==> config.mk <==
export PLATFORM = sky130hd
export DESIGN_NAME = mem_access_ctrl
export DESIGN_NICKNAME = d
export VERILOG_FILES = /design/src/rtl/mem_access_ctrl_pkg.sv /design/src/rtl/mem_access_ctrl_load_extend.sv /design/src/rtl/mem_access_ctrl.sv
export SDC_FILE = /design/constraint.sdc
export NUM_CORES = 1
export LEC_CHECK = 0
export CAP_MARGIN = 20
export CORE_UTILIZATION = 45
export DETAILED_ROUTE_END_ITERATION = 7
export GPL_TIMING_DRIVEN = 0
export PLACE_DENSITY = 0.81
export SYNTH_ARGS = -nofsm -noshare
export SYNTH_HDL_FRONTEND = slang
export SYNTH_SLANG_ARGS = --single-unit
==> constraint.sdc <==
create_clock -name clk -period 5.65 [get_ports clk]
set_input_delay 1.695 -clock clk [delete_from_list [all_inputs] [get_ports clk]]
set_output_delay 1.695 -clock clk [all_outputs]
set_load 0.02 [all_outputs]
==> src/rtl/mem_access_ctrl_pkg.sv <==
// -----------------------------------------------------------------------------
// mem_access_ctrl_pkg
// Shared definitions for the MEM-stage memory access controller:
//   - funct3 load/store width encodings
//   - ResultSrc code that marks a load
//   - controller FSM state encoding
//   - access size decode and alignment helper
// -----------------------------------------------------------------------------
package mem_access_ctrl_pkg;

    localparam logic [2:0] F3_B  = 3'b000;
    localparam logic [2:0] F3_H  = 3'b001;
    localparam logic [2:0] F3_W  = 3'b010;
    localparam logic [2:0] F3_BU = 3'b100;
    localparam logic [2:0] F3_HU = 3'b101;

    localparam logic [1:0] RESULT_SRC_LOAD = 2'b01;

    typedef enum logic [1:0] {
        ST_IDLE = 2'b00,
        ST_BUSY = 2'b01,
        ST_DONE = 2'b10
    } state_t;

    typedef enum logic [1:0] {
        SZ_B = 2'b00,
        SZ_H = 2'b01,
        SZ_W = 2'b10
    } size_t;

    // Unsupported encodings (011, 110, 111) fall through to word size.
    function automatic size_t access_size(input logic [2:0] f3);
        case (f3)
            F3_B, F3_BU: return SZ_B;
            F3_H, F3_HU: return SZ_H;
            default:     return SZ_W;
        endcase
    endfunction

    function automatic logic is_misaligned(input logic [2:0] f3, input logic [1:0] addr_lo);
        case (access_size(f3))
            SZ_H:    return addr_lo[0];
            SZ_W:    return (addr_lo != 2'b00);
            default: return 1'b0;
        endcase
    endfunction

endpackage

==> src/rtl/mem_access_ctrl_load_extend.sv <==
// -----------------------------------------------------------------------------
// load_extend
// Combinational load-lane selection and sign/zero extension.
// Ports:
//   rdata   in  32  raw word returned by memory
//   funct3  in  3   load width/signedness
//   addr_lo in  2   byte offset within the word
//   data    out 32  extended load result
// -----------------------------------------------------------------------------
module load_extend
    import mem_access_ctrl_pkg::*;
(
    input  logic [31:0] rdata,
    input  logic [2:0]  funct3,
    input  logic [1:0]  addr_lo,
    output logic [31:0] data
);

    logic [7:0]  byte_sel;
    logic [15:0] half_sel;

    always_comb begin
        case (addr_lo)
            2'd0:    byte_sel = rdata[7:0];
            2'd1:    byte_sel = rdata[15:8];
            2'd2:    byte_sel = rdata[23:16];
            default: byte_sel = rdata[31:24];
        endcase
        // Halfwords are aligned, so only addr_lo[1] picks the lane.
        half_sel = addr_lo[1] ? rdata[31:16] : rdata[15:0];
    end

    always_comb begin
        case (funct3)
            F3_B:    data = {{24{byte_sel[7]}}, byte_sel};
            F3_BU:   data = {24'd0, byte_sel};
            F3_H:    data = {{16{half_sel[15]}}, half_sel};
            F3_HU:   data = {16'd0, half_sel};
            default: data = rdata;
        endcase
    end

endmodule

==> src/rtl/mem_access_ctrl.sv <==
// -----------------------------------------------------------------------------
// mem_access_ctrl
// MEM-stage controller that turns a pipeline load/store into a single
// request/acknowledge memory transaction (IDLE -> BUSY -> DONE) and stalls
// the pipeline while the transaction is in flight.
// Ports:
//   clk, reset             clock, asynchronous active-high reset
//   MemWriteM, ResultSrcM  store flag / result source (01 = load)
//   funct3M                access width and signedness
//   ALUResultM, WriteDataM byte address and store data
//   mem_req/we/addr/wdata/be  memory request bus (valid during BUSY)
//   mem_rdata, mem_ack     memory read word and one-cycle completion
//   ReadDataM              extended load result, held until next completion
//   StallM                 stall request to IF/ID/EX/MEM
//   MisalignM              misaligned access detected and dropped
//   TimeoutM               one-cycle pulse when mem_ack never arrived
// -----------------------------------------------------------------------------
module mem_access_ctrl
    import mem_access_ctrl_pkg::*;
#(
    parameter int TIMEOUT_CYC = 16,
    parameter int ADDR_W      = 32
) (
    input  logic              clk,
    input  logic              reset,
    input  logic              MemWriteM,
    input  logic [1:0]        ResultSrcM,
    input  logic [2:0]        funct3M,
    input  logic [ADDR_W-1:0] ALUResultM,
    input  logic [31:0]       WriteDataM,
    output logic              mem_req,
    output logic              mem_we,
    output logic [ADDR_W-1:0] mem_addr,
    output logic [31:0]       mem_wdata,
    output logic [3:0]        mem_be,
    input  logic [31:0]       mem_rdata,
    input  logic              mem_ack,
    output logic [31:0]       ReadDataM,
    output logic              StallM,
    output logic              MisalignM,
    output logic              TimeoutM
);

    localparam int               CNT_W    = $clog2(TIMEOUT_CYC + 1);
    localparam logic [CNT_W-1:0] CNT_LAST = CNT_W'(TIMEOUT_CYC - 1);

    state_t            state;
    state_t            state_next;
    logic [CNT_W-1:0]  busy_cnt;
    logic [ADDR_W-1:0] addr_q;
    logic [2:0]        funct3_q;
    logic              we_q;
    logic [31:0]       wdata_q;
    logic [3:0]        be_q;
    logic              timeout_q;
    logic [31:0]       read_data_q;

    logic              access;
    logic              misaligned;
    logic              capture;
    logic              ack_done;
    logic              timeout_hit;
    logic              busy;
    logic [31:0]       load_value;
    logic [31:0]       wdata_calc;
    logic [3:0]        be_calc;

    load_extend u_load_extend (
        .rdata   (mem_rdata),
        .funct3  (funct3_q),
        .addr_lo (addr_q[1:0]),
        .data    (load_value)
    );

    // Store lane formatting and byte enables, computed from the pipeline
    // inputs so they can be frozen in registers at capture time.
    always_comb begin
        wdata_calc = '0;
        be_calc    = 4'b1111;
        if (MemWriteM) begin
            case (access_size(funct3M))
                SZ_B: begin
                    wdata_calc = {4{WriteDataM[7:0]}};
                    be_calc    = 4'b0001 << ALUResultM[1:0];
                end
                SZ_H: begin
                    wdata_calc = {2{WriteDataM[15:0]}};
                    be_calc    = ALUResultM[1] ? 4'b1100 : 4'b0011;
                end
                default: begin
                    wdata_calc = WriteDataM;
                    be_calc    = 4'b1111;
                end
            endcase
        end
    end

    // Next-state and combinational outputs.
    always_comb begin
        access      = MemWriteM || (ResultSrcM == RESULT_SRC_LOAD);
        misaligned  = is_misaligned(funct3M, ALUResultM[1:0]);
        state_next  = state;
        capture     = 1'b0;
        ack_done    = 1'b0;
        timeout_hit = 1'b0;
        StallM      = 1'b0;
        MisalignM   = 1'b0;
        case (state)
            ST_IDLE: begin
                if (access) begin
                    if (misaligned) begin
                        MisalignM = 1'b1;
                    end else begin
                        capture    = 1'b1;
                        StallM     = 1'b1;
                        state_next = ST_BUSY;
                    end
                end
            end
            ST_BUSY: begin
                StallM = 1'b1;
                if (mem_ack) begin
                    ack_done   = 1'b1;
                    state_next = ST_DONE;
                end else if (busy_cnt == CNT_LAST) begin
                    timeout_hit = 1'b1;
                    state_next  = ST_DONE;
                end
            end
            ST_DONE: state_next = ST_IDLE;
            default: state_next = ST_IDLE;
        endcase
        // The IDLE decode is purely combinational, so reset must mask it
        // explicitly to keep every output low while reset is held.
        if (reset) begin
            StallM    = 1'b0;
            MisalignM = 1'b0;
        end
    end

    always_ff @(posedge clk or posedge reset) begin
        if (reset) begin
            state       <= ST_IDLE;
            busy_cnt    <= '0;
            addr_q      <= '0;
            funct3_q    <= '0;
            we_q        <= 1'b0;
            wdata_q     <= '0;
            be_q        <= '0;
            timeout_q   <= 1'b0;
            read_data_q <= '0;
        end else begin
            state <= state_next;
            if (capture) begin
                addr_q    <= ALUResultM;
                funct3_q  <= funct3M;
                we_q      <= MemWriteM;
                wdata_q   <= wdata_calc;
                be_q      <= be_calc;
                busy_cnt  <= '0;
                timeout_q <= 1'b0;
            end else if (state == ST_BUSY) begin
                busy_cnt <= busy_cnt + CNT_W'(1);
            end
            if (ack_done) begin
                read_data_q <= we_q ? 32'd0 : load_value;
            end
            if (timeout_hit) begin
                read_data_q <= 32'd0;
                timeout_q   <= 1'b1;
            end
        end
    end

    // The request bus is only driven during BUSY; otherwise it idles at 0.
    assign busy      = (state == ST_BUSY);
    assign mem_req   = busy;
    assign mem_we    = busy & we_q;
    assign mem_addr  = busy ? {addr_q[ADDR_W-1:2], 2'b00} : '0;
    assign mem_wdata = busy ? wdata_q : '0;
    assign mem_be    = busy ? be_q : '0;
    assign ReadDataM = read_data_q;
    assign TimeoutM  = (state == ST_DONE) && timeout_q;

endmodule

==> results.md <==
- Worst Hold Class: reg -> reg
- Final WL: 17.2 mm
- Period utilization: 97.0%
- Antenna Cells: 0
- Largest net degree at the start of global routing: 41
- Max Clk Rate: 182 MHz
- Clock Root Buffer: clkbuf_16
- Number of cell rows: 40
- Synthesized area: 5610 sq um
- Crit-path max FO: 10
- Starting density of the core: 46.5%
- Sequential Power Share: 38.1%
- Ranking of synthesized cells by area: dfrtp_1 (50%), and2_1 (7.5%), mux2_2 (7.0%), nand2_1 (5.6%), mux2i_1 (5.5%)
- Max Root-Sink Buffers: 2
- Reg clk slew, reported paths: 0.07 ns
- Initial antenna violation count: 0
- Sw frac: 36.0%
- Most frequent cell after synthesis: dfrtp_1
- Seq/Total Area, Yosys: 50.0%
- CP startpoint kind: input pin
- Mapped Cells: 546
- RSZ-0062 raised after global routing: no
- Top_reg_cell synth: dfrtp_1
- Post-CTS Setup Bufs: 0
- H-tree depth: 3
- Library cells used by synthesis: 43
- Status: complete, no violations
- Worst EP required: 3.95 ns
- Fin. Hold Viols: 0
- Routed vias/inst: 5.46
- Min Hold Slack: 0.478 ns
- All-Layer GR Usage: 27.4%
- Top cell type by total area after synthesis: dfrtp_1
- Final Power: 3280 uW
- Worst setup path class: in -> out
- Core area: 12100 sq um
- Clk pwr share: 19.1%
- YS warnings: 0
- Max Cap Viol: 0
- Async SR Flop Fraction: 100%
- Vias: 5134
- PD cells: 399 nW/um^2
- Worst vdd ir: 0.000212 V
- Int Power: 2100 uW
- Commonest cells in the netlist: dfrtp_1 (112), nand2_1 (84), and2_1 (67), o21ai_0 (53), mux2_2 (35)
- Psw: 1180 uW
- Max-slew headroom: 44.0%
- Detail Route Antenna Nets: 0
- Worst skew pair latency: 0.36 ns
- Gate power share: 42.8%
- Vias in the first global route: 5296
- DR pass1 iterations: 5
- Die Width: 114 um
- Pins Over Slew Limit: 0
- Post-Place Setup Slack: -0.288 ns
- CP Capture Type: output pin
- CTS Sinks: 112
- Net count reported at finish: 874
- DRC viols: 0
- Arr. time, crit path: 3.79 ns
- Avg WL per Cell: 18.3 um
- IO Count: 210
- Die area: 12900 sq um
- Share of the synthesized area in the top cell type: 50.0%
- Clock skew: 0.0100 ns
- RD Place Congestion: 0.914
- Port-buffer cells: 207
- Setup ws final: 0.168 ns
- Final setup violation count: 0
- DRT iter0 DRCs: 322
- TritonCTS Buffers: 9
- CTS tree: yes
- Pleak: 0.00348 uW
- Global-route wire length before repair: 27.1 mm
- Layout cells sized above 1: 9.46%
- Post-DP HPWL: 12.9 mm
- Period minus WS final: 5.48 ns
- Worst Max-Slew Pin Slew: 0.837 ns
- Gr ovfl total: 0
- Area Overhead vs Synth: 46.6%
- Flops & latches, synth: 112
- Syn_area_per_cell: 10.3 sq um
- EDFF count, synth: 0
- Height of the die: 114 um
-- metrics by stage --
stage | util (%) | instance area (sq um) | TNS [ns] | std cells
floorplan | - | 5610 | 0 | 547
global placement | 65.5 | 7900 | -81.42 | 922
detailed placement | 65.8 | 7940 | -0.288 | 924
CTS | 68.2 | 8220 | 0 | 940
global route | 68.2 | 8220 | 0 | 940
finish | 68.2 | 8220 | 0 | 940
-- metal layers --
layer	share of wire (%)	vias to the layer above	track usage, %
met4	2.6	0	12.5
met1	41	2497	33.6
met5	0	-	0
li1	-	2349	-
met2	48	255	45.8
met3	8.2	33	6.75
-- final cells by class --
| type | count | area, sq um |
|---|---|---|
| Timing Repair Buffer | 209 | 2110 |
| Fill cell | 958 | 3840 |
| Inverter | 11 | 43.8 |
| Clock buffer | 14 | 274 |
| Tap cell | 168 | 210 |
| Multi-Input combinational cell | 383 | 2580 |
| Buffer | 41 | 185 |
| Clock inverter | 2 | 12.5 |
| Sequential cell | 112 | 2800 |
-- what timing repair did --
| item | CTS | global route |
|---|---|---|
| endpoints found under the setup margin | 1 | 0 |
| hold buffers | 0 | 0 |
| gates resized for setup | 3 | 0 |
-- registers in the layout (all words and copies together) (netlist names) --
signal,count
ReadDataM,32
addr_q,32
wdata_q,32
busy_cnt,5
be_q,4
funct3_q,3
state,2
timeout_q,1
we_q,1
-- power by group through the flow --
stage               clock network (uW)  registers [uW]  logic [uW]
global placement                     0            1240        1360
floorplan                            0            1330         695
detailed placement                   0            1260        1400
global route                       663            1280        1510
CTS                                633            1250        1410
finish                             625            1250        1400
-- layout by cell type, fill, tap and decap left out, types with 14 or more instances in the layout --
cell             count
nand2_1             84
dfrtp_1            112
a221o_1             16
mux2_2              35
and2_1              67
o21ai_0             52
o31ai_1             17
mux2i_1             31
clkbuf_1            27
clkdlybuf4s50_1    206
a21oi_1             14
-- worst paths after layout --
kind	endpoint	cells after the start	slack (ns)	from
max	StallM	8	0.17	funct3M[1]
min	wdata_q[8]$_DFFE_PP0P_	2	0.48	wdata_q[8]$_DFFE_PP0P_
max reg2reg	ReadDataM[31]$_DFFE_PP0P_	6	3.39	busy_cnt[0]$_DFFE_PP0P_
min reg2reg	wdata_q[8]$_DFFE_PP0P_	2	0.48	wdata_q[8]$_DFFE_PP0P_
max in group asynchronous	ReadDataM[0]$_DFFE_PP0P_	3	3.26	reset
min in group asynchronous	busy_cnt[2]$_DFFE_PP0P_	2	1.82	reset
-- worst max-delay path: stages --
cell and delay, ns:
clkdlybuf4s50_1 0.48, buf_2 0.23, nand2_1 0.10, o2111ai_1 0.12, clkbuf_1 0.38, clkbuf_2 0.32, a211oi_1 0.11, dlygate4sd2_1 0.35
-- cells by family after synthesis --
logic type | count (synthesis) | share of synthesized area [%]
adders and majority gates | 2 | 0.446
muxes | 66 | 12.6
buffers and inverters | 52 | 4.02
DFF | 112 | 50.0
other | 1 | 0.0669
xor gates and xnor gates | 1 | 0.156
and+or+nand+nor | 187 | 17.2
AOI/OAI and AO/OA | 125 | 15.6
No activity file was read; power rests on OpenSTA's default activity.
